--- config.mk ---
export PLATFORM = sky130hd
export DESIGN_NAME = wq_fetch_sched
export DESIGN_NICKNAME = d
export VERILOG_FILES = /design/src/rtl/wq_fetch_sched.sv
export SDC_FILE = /design/constraint.sdc
export NUM_CORES = 1
export LEC_CHECK = 0
export ABC_AREA = 1
export BUFFER_PORTS_ARGS = -buffer_cell sky130_fd_sc_hd__buf_4
export CELL_PAD_IN_SITES_DETAIL_PLACEMENT = 0
export CELL_PAD_IN_SITES_GLOBAL_PLACEMENT = 2
export CORE_ASPECT_RATIO = 1.25
export CORE_MARGIN = 4
export CORE_UTILIZATION = 35
export CTS_CLUSTER_DIAMETER = 150
export DETAILED_ROUTE_END_ITERATION = 10
export GPL_ROUTABILITY_DRIVEN = 0
export PLACE_DENSITY = 0.9
export SYNTH_ARGS = -nofsm -noshare
export SYNTH_HDL_FRONTEND = slang
export SYNTH_SLANG_ARGS = --single-unit
--- constraint.sdc ---
create_clock -name clk -period 20.7 [get_ports clk]
set_input_delay 4.14 -clock clk [delete_from_list [all_inputs] [get_ports clk]]
set_output_delay 4.14 -clock clk [all_outputs]
set_load 0.1 [all_outputs]
--- src/rtl/wq_fetch_sched.sv ---
// -----------------------------------------------------------------------------
// wq_fetch_sched
//
// Fetch scheduler for the 40-entry wavefront instruction-queue pool. A
// round-robin arbiter picks the next wavefront allowed to fetch and presents it
// to the fetch unit on a valid/ready handshake. The block counts in-flight
// fetches, drives the pool's per-queue tail-increment and write strobes, and
// drops returns that belong to wavefronts flushed while their fetch was out.
//
// Parameters:
//   MAX_OUTSTANDING  cap on accepted-but-unreturned fetches (1..40)
//
// Ports:
//   clk              sole clock
//   rst              asynchronous, active-low reset
//   wf_active[40]    slot holds a live wavefront
//   stop_fetch[40]   per-queue back-pressure from the pool
//   wf_flush[40]     per-wavefront flush pulse (forwarded as q_reset)
//   fetch_valid      request presented to the fetch unit
//   fetch_wfid[6]    wavefront id of the presented request
//   fetch_ready      fetch unit accepts the presented request
//   fetch_ack        fetched instruction returning
//   fetch_ack_wfid   wavefront id of the returning fetch
//   q_vtail_incr[40] one-hot pulse, one cycle after each accepted fetch
//   q_wr[40]         one-hot pulse, one cycle after each kept return
//   q_reset[40]      registered copy of wf_flush
//   outstanding[6]   current in-flight fetch count
//
// Build option:
//   WQ_SCHED_PERF_EN  adds 32-bit counters perf_grants (accepts) and
//                     perf_stall (cycles a request was held back only by the
//                     outstanding cap while some wavefront wanted to fetch).
// -----------------------------------------------------------------------------
module wq_fetch_sched #(
    parameter int MAX_OUTSTANDING = 8
) (
    input  logic        clk,
    input  logic        rst,
    input  logic [39:0] wf_active,
    input  logic [39:0] stop_fetch,
    input  logic [39:0] wf_flush,
    output logic        fetch_valid,
    output logic [5:0]  fetch_wfid,
    input  logic        fetch_ready,
    input  logic        fetch_ack,
    input  logic [5:0]  fetch_ack_wfid,
    output logic [39:0] q_vtail_incr,
    output logic [39:0] q_wr,
    output logic [39:0] q_reset,
    output logic [5:0]  outstanding
`ifdef WQ_SCHED_PERF_EN
    ,
    output logic [31:0] perf_grants,
    output logic [31:0] perf_stall
`endif
);

    localparam int NUM_WF = 40;

    // Registered state
    logic [39:0] pending_reg;
    logic [39:0] discard_reg;
    logic [5:0]  rr_ptr_reg;
    logic        fetch_valid_reg;
    logic [5:0]  fetch_wfid_reg;
    logic [39:0] q_vtail_incr_reg;
    logic [39:0] q_wr_reg;
    logic [39:0] q_reset_reg;
    logic [5:0]  outstanding_reg;

    // Next-state values
    logic [39:0] pending_next;
    logic [39:0] discard_next;
    logic [5:0]  rr_ptr_next;
    logic        fetch_valid_next;
    logic [5:0]  fetch_wfid_next;
    logic [39:0] q_vtail_incr_next;
    logic [39:0] q_wr_next;

    // Handshake and return decode
    logic        accept;
    logic        ack_valid;
    logic [39:0] presented_mask;
    logic [39:0] accept_mask;
    logic [39:0] ack_mask;
    logic [39:0] eligible;
    logic [6:0]  eff_count;
    logic        cap_ok;
    logic        slot_free;
    logic        load;
    logic        found;
    logic [5:0]  winner;

    assign accept = fetch_valid_reg & fetch_ready;

    // A return only counts when its wavefront really has a fetch in flight
    // (pending or discard). Anything else, including ids past the pool and
    // stale returns after a reset, is ignored.
    assign ack_valid = fetch_ack && (fetch_ack_wfid < 6'(NUM_WF)) &&
                       (pending_reg[fetch_ack_wfid] || discard_reg[fetch_ack_wfid]);

    assign presented_mask = fetch_valid_reg ? (40'd1 << fetch_wfid_reg) : 40'd0;
    assign accept_mask    = accept ? presented_mask : 40'd0;
    assign ack_mask       = ack_valid ? (40'd1 << fetch_ack_wfid) : 40'd0;

    // The presented wavefront is masked out so that accepting it cannot let
    // the arbiter pick it again before its pending bit is visible.
    assign eligible = wf_active & ~stop_fetch & ~pending_reg & ~discard_reg &
                      ~wf_flush & ~presented_mask;

    // In-flight count after this cycle's accept and return. The cap compares
    // against this value, so an accept this cycle uses a slot and an ack this
    // cycle frees one in time for the next request to load.
    assign eff_count = {1'b0, outstanding_reg} + {6'd0, accept} - {6'd0, ack_valid};
    assign cap_ok    = eff_count < 7'(MAX_OUTSTANDING);
    assign slot_free = ~fetch_valid_reg | accept;
    assign load      = slot_free & cap_ok & found;

    // Round-robin search starting at rr_ptr, wrapping 39 -> 0.
    always_comb begin
        int idx;
        found  = 1'b0;
        winner = 6'd0;
        idx    = 0;
        for (int k = 0; k < NUM_WF; k++) begin
            idx = int'(rr_ptr_reg) + k;
            if (idx >= NUM_WF) begin
                idx = idx - NUM_WF;
            end
            if (!found && eligible[idx]) begin
                found  = 1'b1;
                winner = 6'(idx);
            end
        end
    end

    // Per-wavefront bookkeeping. A flush turns an in-flight fetch (or one
    // accepted in the same cycle) into a discard; a return clears both bits.
    // A flush arriving with the return also suppresses the write strobe.
    generate
        for (genvar gi = 0; gi < NUM_WF; gi++) begin : g_wf
            assign pending_next[gi] = ~ack_mask[gi] & ~wf_flush[gi] &
                                      (pending_reg[gi] | accept_mask[gi]);
            assign discard_next[gi] = ~ack_mask[gi] &
                                      (discard_reg[gi] |
                                       (wf_flush[gi] & (pending_reg[gi] | accept_mask[gi])));
            assign q_wr_next[gi]         = ack_mask[gi] & ~discard_reg[gi] & ~wf_flush[gi];
            assign q_vtail_incr_next[gi] = accept_mask[gi] & ~wf_flush[gi];
        end
    endgenerate

    // Request slot: load the winner, otherwise empty on accept, otherwise
    // withdraw a held request whose wavefront is being flushed.
    always_comb begin
        fetch_valid_next = fetch_valid_reg;
        fetch_wfid_next  = fetch_wfid_reg;
        rr_ptr_next      = rr_ptr_reg;
        if (load) begin
            fetch_valid_next = 1'b1;
            fetch_wfid_next  = winner;
            rr_ptr_next      = (winner == 6'(NUM_WF - 1)) ? 6'd0 : winner + 6'd1;
        end else if (accept) begin
            fetch_valid_next = 1'b0;
        end else if (fetch_valid_reg && wf_flush[fetch_wfid_reg]) begin
            fetch_valid_next = 1'b0;
        end
    end

    always_ff @(posedge clk or negedge rst) begin
        if (!rst) begin
            pending_reg      <= '0;
            discard_reg      <= '0;
            rr_ptr_reg       <= '0;
            fetch_valid_reg  <= 1'b0;
            fetch_wfid_reg   <= '0;
            q_vtail_incr_reg <= '0;
            q_wr_reg         <= '0;
            q_reset_reg      <= '0;
            outstanding_reg  <= '0;
        end else begin
            pending_reg      <= pending_next;
            discard_reg      <= discard_next;
            rr_ptr_reg       <= rr_ptr_next;
            fetch_valid_reg  <= fetch_valid_next;
            fetch_wfid_reg   <= fetch_wfid_next;
            q_vtail_incr_reg <= q_vtail_incr_next;
            q_wr_reg         <= q_wr_next;
            q_reset_reg      <= wf_flush;
            outstanding_reg  <= eff_count[5:0];
        end
    end

    assign fetch_valid  = fetch_valid_reg;
    assign fetch_wfid   = fetch_wfid_reg;
    assign q_vtail_incr = q_vtail_incr_reg;
    assign q_wr         = q_wr_reg;
    assign q_reset      = q_reset_reg;
    assign outstanding  = outstanding_reg;

`ifdef WQ_SCHED_PERF_EN
    logic [31:0] perf_grants_reg;
    logic [31:0] perf_stall_reg;
    logic        stall_cap;

    // Some wavefront wants to fetch and the slot is free, yet the cap blocks it.
    assign stall_cap = (|(wf_active & ~stop_fetch)) & slot_free & ~cap_ok;

    always_ff @(posedge clk or negedge rst) begin
        if (!rst) begin
            perf_grants_reg <= '0;
            perf_stall_reg  <= '0;
        end else begin
            if (accept) begin
                perf_grants_reg <= perf_grants_reg + 32'd1;
            end
            if (stall_cap) begin
                perf_stall_reg <= perf_stall_reg + 32'd1;
            end
        end
    end

    assign perf_grants = perf_grants_reg;
    assign perf_stall  = perf_stall_reg;
`endif

endmodule
==> flow_summary.toml, run 1 <==
[status]
status = "completed"

[sta]
rsz0062_at_grt = "no"
finalCritPeriodShare_pct = 45.67
max_freq_ghz = 0.1058
fin_worst_skew_ps = 33.67
worst_slew_pin_slew_ps = 1290
finalHoldViolCount = 0
fin_tns_setup_ps = 0
drv_slew = 0
hold_ws_ps = 430.4
max_slew_margin_pct = 12.90
setup_viol = 0
period_minus_slack_ps = 9454

[floorplanning]
design.die.area_sq_mm = 0.06252
die_x_microns = 224.4
fp.coreArea_sq_mm = 0.05763
top_level_ports = 263
die_height_microns = 278.6
start_util_pct = 35.56
rows = 98

[synth]
syn-num-nets = 3415
synth_top_flop_cell = "dfrtp_1"
synthAdderAreaFrac_pct = 4.493
synth-compound-area-share_pct = 12.97
async_reset_ff_share_pct = 100.0
synth_edf_count = 0
synth_area_leader_cell = "dfrtp_1"
ys_ff_latch = 219
syn-cell-area_sq_mm = 0.02050
ys_warn_count = 0
synth_mux_area_share_pct = 0.09767
synth_xor_area_share_pct = 5.012
postSynthCellCount = 3212
avgSynthCellArea_sq_um = 6.381
ys_seq_area_share_pct = 26.74
yosysUniqueCellTypes = 65
yosys.area_share.simple_pct = 38.99
synth_top_family_by_area = "simple AND/OR/NAND/NOR gates"
yosysTopAreaCellShare_pct = 26.74
synth.area.top_cells = "dfrtp_1, nand2_1, nand3_1"

[setup_path]
path_common_cell = "nor2_2"
endpoint_kind = "register"
cp.required_ps = 21110
path_class = "primary input to register"
cpPeakStageDelay_ps = 560
worstPathMaxFanout = 7
critPathArrivalTime_ps = 9870
crit_path_top_delay_cell = "o21ai_0"
crit_path_start_kind = "primary input"

[clock_tree]
ctsRootBufferMaster = "clkbuf_16"
clkLatencyLatePin_ps = 530
cts_tree = "built"
cts_buffers = 21
cts-resized-gates = 0
postCtsSetupBuffers = 0
clockBufferDepth = 3
clkTransAtPathRegs_ps = 60
h-tree-depth = 1
cts_hold_buf = 0
clock-sinks = 219

[route]
wl_mm = 95.95
ant_nets = 0
dr.pass1.iters = 8
drtIter0Drc = 2262
via_per_inst = 5.489
route.vias.total = 23100
post_drt_wl_per_cell_microns = 22.80
drc = 0

[cells_and_area]
areaGrowthSynthToFinish_pct = 16.60
fillers = 6213
drive_above_1_share_pct = 13.18
nets = 3648
n_antenna_cell = 0

[global_route]
grt_antenna_before_repair = 0
grtUsageTotal_pct = 29.24
grt_max_degree = 79
overflow = 0
grt_pass1_wl_mm = 140.1
grt_pass1_vias = 22140

[placed_design]
dpl.hpwl_mm = 78.13
portBuffers = 262

[hold_path]
hold_path_class = "register to register"

[job]
cap_violations = 0
## layout by cell type (no fill, tap or decap), types with 72 or more instances in the layout
| cell type | n |
|---|---|
| a21oi_1 | 143 |
| inv_1 | 493 |
| dfrtp_1 | 218 |
| nor2_1 | 347 |
| xor2_1 | 85 |
| o21ai_0 | 153 |
| ha_1 | 72 |
| nand3_1 | 431 |
| buf_4 | 287 |
| nand2_1 | 735 |
## logic make-up (layout without fill, tap and decap cells)
logic type	Yosys count	after routing
buffers and inverters	606	853
multiplexers	2	2
flip-flops	219	219
AO/OA/AOI/OAI	456	456
XOR/XNOR	107	107
AND/OR/NAND/NOR	1749	1749
adder cells (fa/ha/maj)	73	73
## layer usage
| layer | track usage [%] | wire (microns) | vias up |
|---|---|---|---|
| met5 | 0 | 0 | - |
| met4 | 18.64 | 7504 | 0 |
| met3 | 3.165 | 6551 | 263 |
| met2 | 49.77 | 45040 | 1086 |
| met1 | 35.06 | 36850 | 10860 |
| li1 | - | - | 10890 |
## through the flow
stage	util [%]	setup WS, ps	cells	area, sq um
after floorplan	-	12270	3212	20500
after global placement	40.25	10770	4172	23200
after detailed placement	40.25	10770	4172	23200
after CTS	41.47	11300	4209	23900
after global routing	41.47	10700	4209	23900
final	41.47	11250	4209	23900
## worst max-delay path: cells and delay by family
family,cells,cell delay (ps)
buffers and inverters,6,440
AND/OR/NAND/NOR,31,4160
AO/OA/AOI/OAI,2,880
adder cells (fa/ha/maj),1,220
## synth_stat cells, types with 3 or more instances
master     number
xor2_2          7
o21ai_0       153
buf_1          11
inv_2          23
nor2_4         20
nor3_1         49
nor2_8          3
clkbuf_1       26
nor3b_1         7
inv_1         493
o311ai_0        8
nor2_2         16
o21a_1         15
nor2_1        347
xor2_1         85
buf_2          18
ha_1           72
dfrtp_1       219
a21oi_1       143
clkinv_1        9
nand3_2         7
o2111ai_1      14
xnor2_1        13
o211ai_1       22
o31ai_1         5
a221oi_1        7
and2_1          3
nand2_1       735
a31oi_1        21
a21boi_0        7
o21ai_2         3
or2_2           8
nand3_1       431
nand2_2        17
nor4_1          3
a21oi_2         3
nand4_1        55
buf_4          21
a22oi_1         3
o21ai_1        25
nand3b_1       28
nand4_4         6
nand4_2         7
o22ai_1        14
## layout make-up
cell class | instances | area (sq um) | share of cell area, %
flip-flops and latches | 219 | 5482 | 22.94
clock inverters | 7 | 72.57 | 0.3037
multi-input cells | 2387 | 12620 | 52.80
well taps | 750 | 938.4 | 3.927
inverters | 528 | 1988 | 8.319
repair buffers | 288 | 2170 | 9.079
clock buffers | 30 | 629.4 | 2.634
## path summary, 6_finish.rpt
kind / from / endpoint / cells after the start / slack (ps)
max in group asynchronous: rst / q_reset[29] / 3 / 14850
hold / removal: discard_reg[26] / q_wr[26] / 1 / 430
min in group asynchronous: rst / discard_reg[7] / 1 / 3590
setup reg to reg: rr_ptr_reg[2] / rr_ptr_reg[5] / 41 / 12750
setup / recovery: wf_active[37] / rr_ptr_reg[5] / 40 / 11250
hold reg to reg: discard_reg[26] / q_wr[26] / 1 / 430
Power of run 1 is left out: the tool's default activity adds up to more than one toggle a clock period on the data nets, which glitch-free logic cannot reach.
==> run 2: changes to the inputs <==
Settings changed: CORE_UTILIZATION 35 to 29, PLACE_DENSITY 0.9 to 0.8.
Clock period 20.7 ns to 8.1 ns, I/O delays scaled along.
==> run 2 against run 1 <==
- final cell count up 6.4%
- first-iteration DRC count shrank 17%
- final area increased by 3.9%
- count of clock-buffer cells in the layout down 2
- critical endpoint is now rr_ptr_reg[1]
==> flow_summary.toml, run 2 (synthesized netlist as in run 1, its figures left out) <==
[sta]
fin_tns_setup_ps = 0
max_slew_margin_pct = 28.70
max_freq_ghz = 0.1351
worst_slew_pin_slew_ps = 1058
period_minus_slack_ps = 7403
hold_ws_ps = 432.8
drv_slew = 0
setup_viol = 0
finalHoldViolCount = 0
fin_worst_skew_ps = 25.90
rsz0062_at_grt = "no"
finalCritPeriodShare_pct = 91.39

[job]
cap_violations = 0

[placed_design]
dpl.hpwl_mm = 85.69
portBuffers = 262

[route]
post_drt_wl_per_cell_microns = 23.02
wl_mm = 103.1
ant_nets = 0
drtIter0Drc = 1867
drc = 0
route.vias.total = 22840
via_per_inst = 5.099
dr.pass1.iters = 6

[global_route]
grt_antenna_before_repair = 1
overflow = 0
grt_pass1_wl_mm = 150.0
grt_pass1_vias = 22690
grtUsageTotal_pct = 26.56
grt_max_degree = 127

[cells_and_area]
drive_above_1_share_pct = 15.29
final_common_cell = "nand2_1"
areaGrowthSynthToFinish_pct = 21.20
n_antenna_cell = 0
final_cell_mix = "nand2_1, inv_1, nand3_1"
nets = 3732

[setup_path]
r2r_cells = 42
crit_path_start_kind = "register"
path_class = "register to register"
r2r_slack_ps = 700
crit_path_top_delay_cell = "dfrtp_1"
cp.required_ps = 8510
worstPathMaxFanout = 9
rr_endpoint = "rr_ptr_reg[1]"
path_common_cell = "nor2_2"
endpoint_kind = "register"
cpPeakStageDelay_ps = 760
critPathArrivalTime_ps = 7810
r2r-start = "rr_ptr_reg[1]"

[hold_path]
min_path_cells = 1
hold_path_class = "register to register"
holdPathEnd = "q_wr[8]"
hp-start = "discard_reg[8]"

[floorplanning]
design.die.area_sq_mm = 0.07502
fp.coreArea_sq_mm = 0.06973
rows = 108
die_x_microns = 245.8
top_level_ports = 263
die_height_microns = 305.2
start_util_pct = 29.39

[clock_tree]
clkTransAtPathRegs_ps = 70
postCtsSetupBuffers = 0
ctsRootBufferMaster = "clkbuf_16"
clock-sinks = 219
cts_buffers = 21
clkLatencyLatePin_ps = 540
clockBufferDepth = 3
cts_tree = "built"
h-tree-depth = 1

[status]
status = "completed"
## run 2: metal layers
layer / vias to the layer above / global-route usage [%] / part of all wire, %
met4: 0 / 15.96 / 7.5
met2: 861 / 46.19 / 48
met1: 10690 / 31.69 / 39
met3: 223 / 2.499 / 5.1
li1: 11060 / - / -
met5: - / 0 / 0
## run 2: critical path, delay by kind of cell, from the launching register on
| kind | cells | cell delay, ps |
|---|---|---|
| AO/OA/AOI/OAI | 1 | 400 |
| XOR/XNOR | 1 | 230 |
| adder cells (fa/ha/maj) | 3 | 1020 |
| buffers and inverters | 5 | 650 |
| flip-flops | 1 | 760 |
| AND/OR/NAND/NOR | 32 | 4190 |
## run 2: how the worst max path moves through the flow
| stage | endpoint | cells after the start | slack (ps) | start |
|---|---|---|---|---|
| 2_1_floorplan | rr_ptr_reg[5] | 49 | 1110 | rr_ptr_reg[1] |
| 3_5_place_dp | rr_ptr_reg[5] | 42 | 710 | rr_ptr_reg[1] |
| 3_3_place_gp | rr_ptr_reg[5] | 44 | 740 | rr_ptr_reg[1] |
| 5_1_grt | rr_ptr_reg[1] | 44 | 100 | rr_ptr_reg[3] |
| 6_report | rr_ptr_reg[1] | 42 | 700 | rr_ptr_reg[1] |
| 4_1_cts | rr_ptr_reg[5] | 42 | 650 | rr_ptr_reg[1] |
## run 2: through the flow
step           utilization [%]  cells  area [sq um]  setup slack, ps
6_report                 35.62   4479         24840            697.5
5_1_grt                  35.62   4479         24840            99.84
3_5_place_dp             34.56   4441         24100            711.6
3_3_place_gp             34.56   4441         24100            736.0
2_1_floorplan                -   3212         20500             1107
4_1_cts                  35.62   4479         24840            647.3
## run 2: cell type report
type | count | area (sq um)
multi-input combinational | 2387 | 12620
sequential | 219 | 5482
inverter | 528 | 1988
clock inverter | 10 | 140.1
tap | 935 | 1170
fill | 7860 | 44890
clock buffer | 28 | 601.8
timing repair buffer | 372 | 2838
## run 2: what timing repair did
item / 4_1_cts / 5_1_grt
setup endpoints to repair: 0 / 2
gates resized for setup: 0 / 1
hold buffers: 0 / 0
Power of run 2 is left out for the same reason.
==> run 3: changes to the inputs <==
Settings changed: CORE_UTILIZATION 29 to 30, CTS_BUF_LIST from default to sky130_fd_sc_hd__clkbuf_4 sky130_fd_sc_hd__clkbuf_8, PLACE_DENSITY 0.8 to 0.82.
==> run 3 against run 2 <==
- final area down 0.86%
- flip-flop and latch count stayed put
- critical path type unchanged
- sequential share of layout area increased by 0.19 points
- first-iteration DRC count is 5.0% lower
- fmax up 3.0%
- critical endpoint is now rr_ptr_reg[5]
- global-route usage is 0.60 points higher
- setup slack improved by 210 ps
- wire length barely moved
- final cell count decreased by 1.4%
- die area decreased by 3.2%
==> flow_summary.toml, run 3 (synthesized netlist as in run 1, its figures left out) <==
[status]
status = "completed"

[sta]
drv_slew = 0
period_minus_slack_ps = 7190
fin_tns_setup_ps = 0
finalHoldViolCount = 0
finalCritPeriodShare_pct = 88.76
max_slew_margin_pct = 17.09
finalWorstSetupSlack_ps = 910.3
setup_viol = 0
fin_worst_skew_ps = 35.51
rsz0062_at_grt = "no"
max_freq_ghz = 0.1391
hold_ws_ps = 439.3
worst_slew_pin_slew_ps = 1239

[clock_tree]
ctsRootBufferMaster = "clkbuf_8"
clkLatencyLatePin_ps = 570
cts_hold_buf = 0
h-tree-depth = 2
cts_tree = "built"
cts_buffers = 35
clockBufferDepth = 3
postCtsSetupBuffers = 0
cts-resized-gates = 0
clkTransAtPathRegs_ps = 60
clock-sinks = 219

[floorplanning]
die_height_microns = 300.2
rows = 106
start_util_pct = 30.48
top_level_ports = 263
fp.coreArea_sq_mm = 0.06724
die_x_microns = 241.8
design.die.area_sq_mm = 0.07259

[setup_path]
critPathArrivalTime_ps = 7620
crit_family = "simple AND/OR/NAND/NOR gates"
path_class = "register to register"
endpoint_kind = "register"
cp.required_ps = 8530
crit_path_top_delay_cell = "dfrtp_1"
worstPathMaxFanout = 10
crit_buf_inv = 6
r2r_cells = 42
cpPeakStageDelay_ps = 750
cp.depth = 42
crit_path_start_kind = "register"

[global_route]
grt_antenna_before_repair = 1
grtUsageTotal_pct = 27.16
grt_max_degree = 160
grt_pass1_wl_mm = 148.8
grt_pass1_vias = 22740
overflow = 0

[cells_and_area]
nets = 3731
areaGrowthSynthToFinish_pct = 20.15
drive_above_1_share_pct = 15.51
final_cell_mix = "nand2_1, inv_1, nand3_1"
final_common_cell = "nand2_1"
utilization_pct = 36.62
fillers = 7385

[route]
drc = 0
post_drt_wl_per_cell_microns = 23.33
dr.pass1.iters = 7
ant_nets = 0
route.vias.total = 22970
via_per_inst = 5.201
wl_mm = 103.1
drtIter0Drc = 1773

[power]
finalPower_mw = 12.95
clockPowerShare_pct = 8.2
power_frac_seq_pct = 10.2
ir_drop_mv = 0.1858
p_sw_mw = 8.285
p_int_mw = 4.665
powerDensity_mw_per_mm2 = 525.8
comb_power_share_pct = 81.5
p_leak_nw = 12.60
netSwitchingFraction_pct = 63.98

[placed_design]
dp_slack_ps = 959.6
dpl.hpwl_mm = 84.95
portBuffers = 262

[hold_path]
min_path_cells = 1
hold_path_class = "register to register"

[job]
cap_violations = 0
==> run 3: through the flow <==
step	std cells	instance area (sq um)
final	4417	24630
after global routing	4417	24630
after CTS	4416	24620
after detailed placement	4355	23870
after global placement	4355	23870
after floorplan	3212	20500
==> run 3: final cells by class <==
class	instances	area, sq um	share of cell area, %
sequential	219	5482	22.26
clock inverter	9	101.3	0.4115
clock buffer	52	653.1	2.652
multi-input combinational	2387	12620	51.24
timing repair buffer	357	2700	10.96
tap	864	1081	4.390
antenna	1	2.502	0.01016
inverter	528	1988	8.073
==> run 3: worst paths after layout <==
kind,start,to,slack (ps)
worst min-delay path,discard_reg[8],q_wr[8],440
worst max register to register,rr_ptr_reg[3],rr_ptr_reg[5],910
max in group asynchronous,rst,pending_reg[28],5780
min in group asynchronous,rst,discard_reg[32],1000
worst max-delay path,rr_ptr_reg[3],rr_ptr_reg[5],910
worst min register to register,discard_reg[8],q_wr[8],440
==> run 3: power by group through the flow <==
stage | registers (mW) | logic [mW] | clock network (mW)
final | 1.33 | 10.6 | 1.06
after global routing | 1.33 | 11.4 | 1.13
after CTS | 1.32 | 10.4 | 1.09
after detailed placement | 1.34 | 10.3 | 0
after global placement | 1.34 | 10.4 | 0
after floorplan | 1.55 | 6.42 | 0
==> run 3: per-layer routing <==
layer | track usage [%] | up-vias | wire (microns)
met2 | 48.16 | 835 | 49770
met1 | 31.41 | 10840 | 40440
met3 | 3.024 | 235 | 5117
met5 | 0 | - | 0
met4 | 16.77 | 0 | 7723
li1 | - | 11060 | -
No activity file was read; power rests on OpenSTA's default activity.
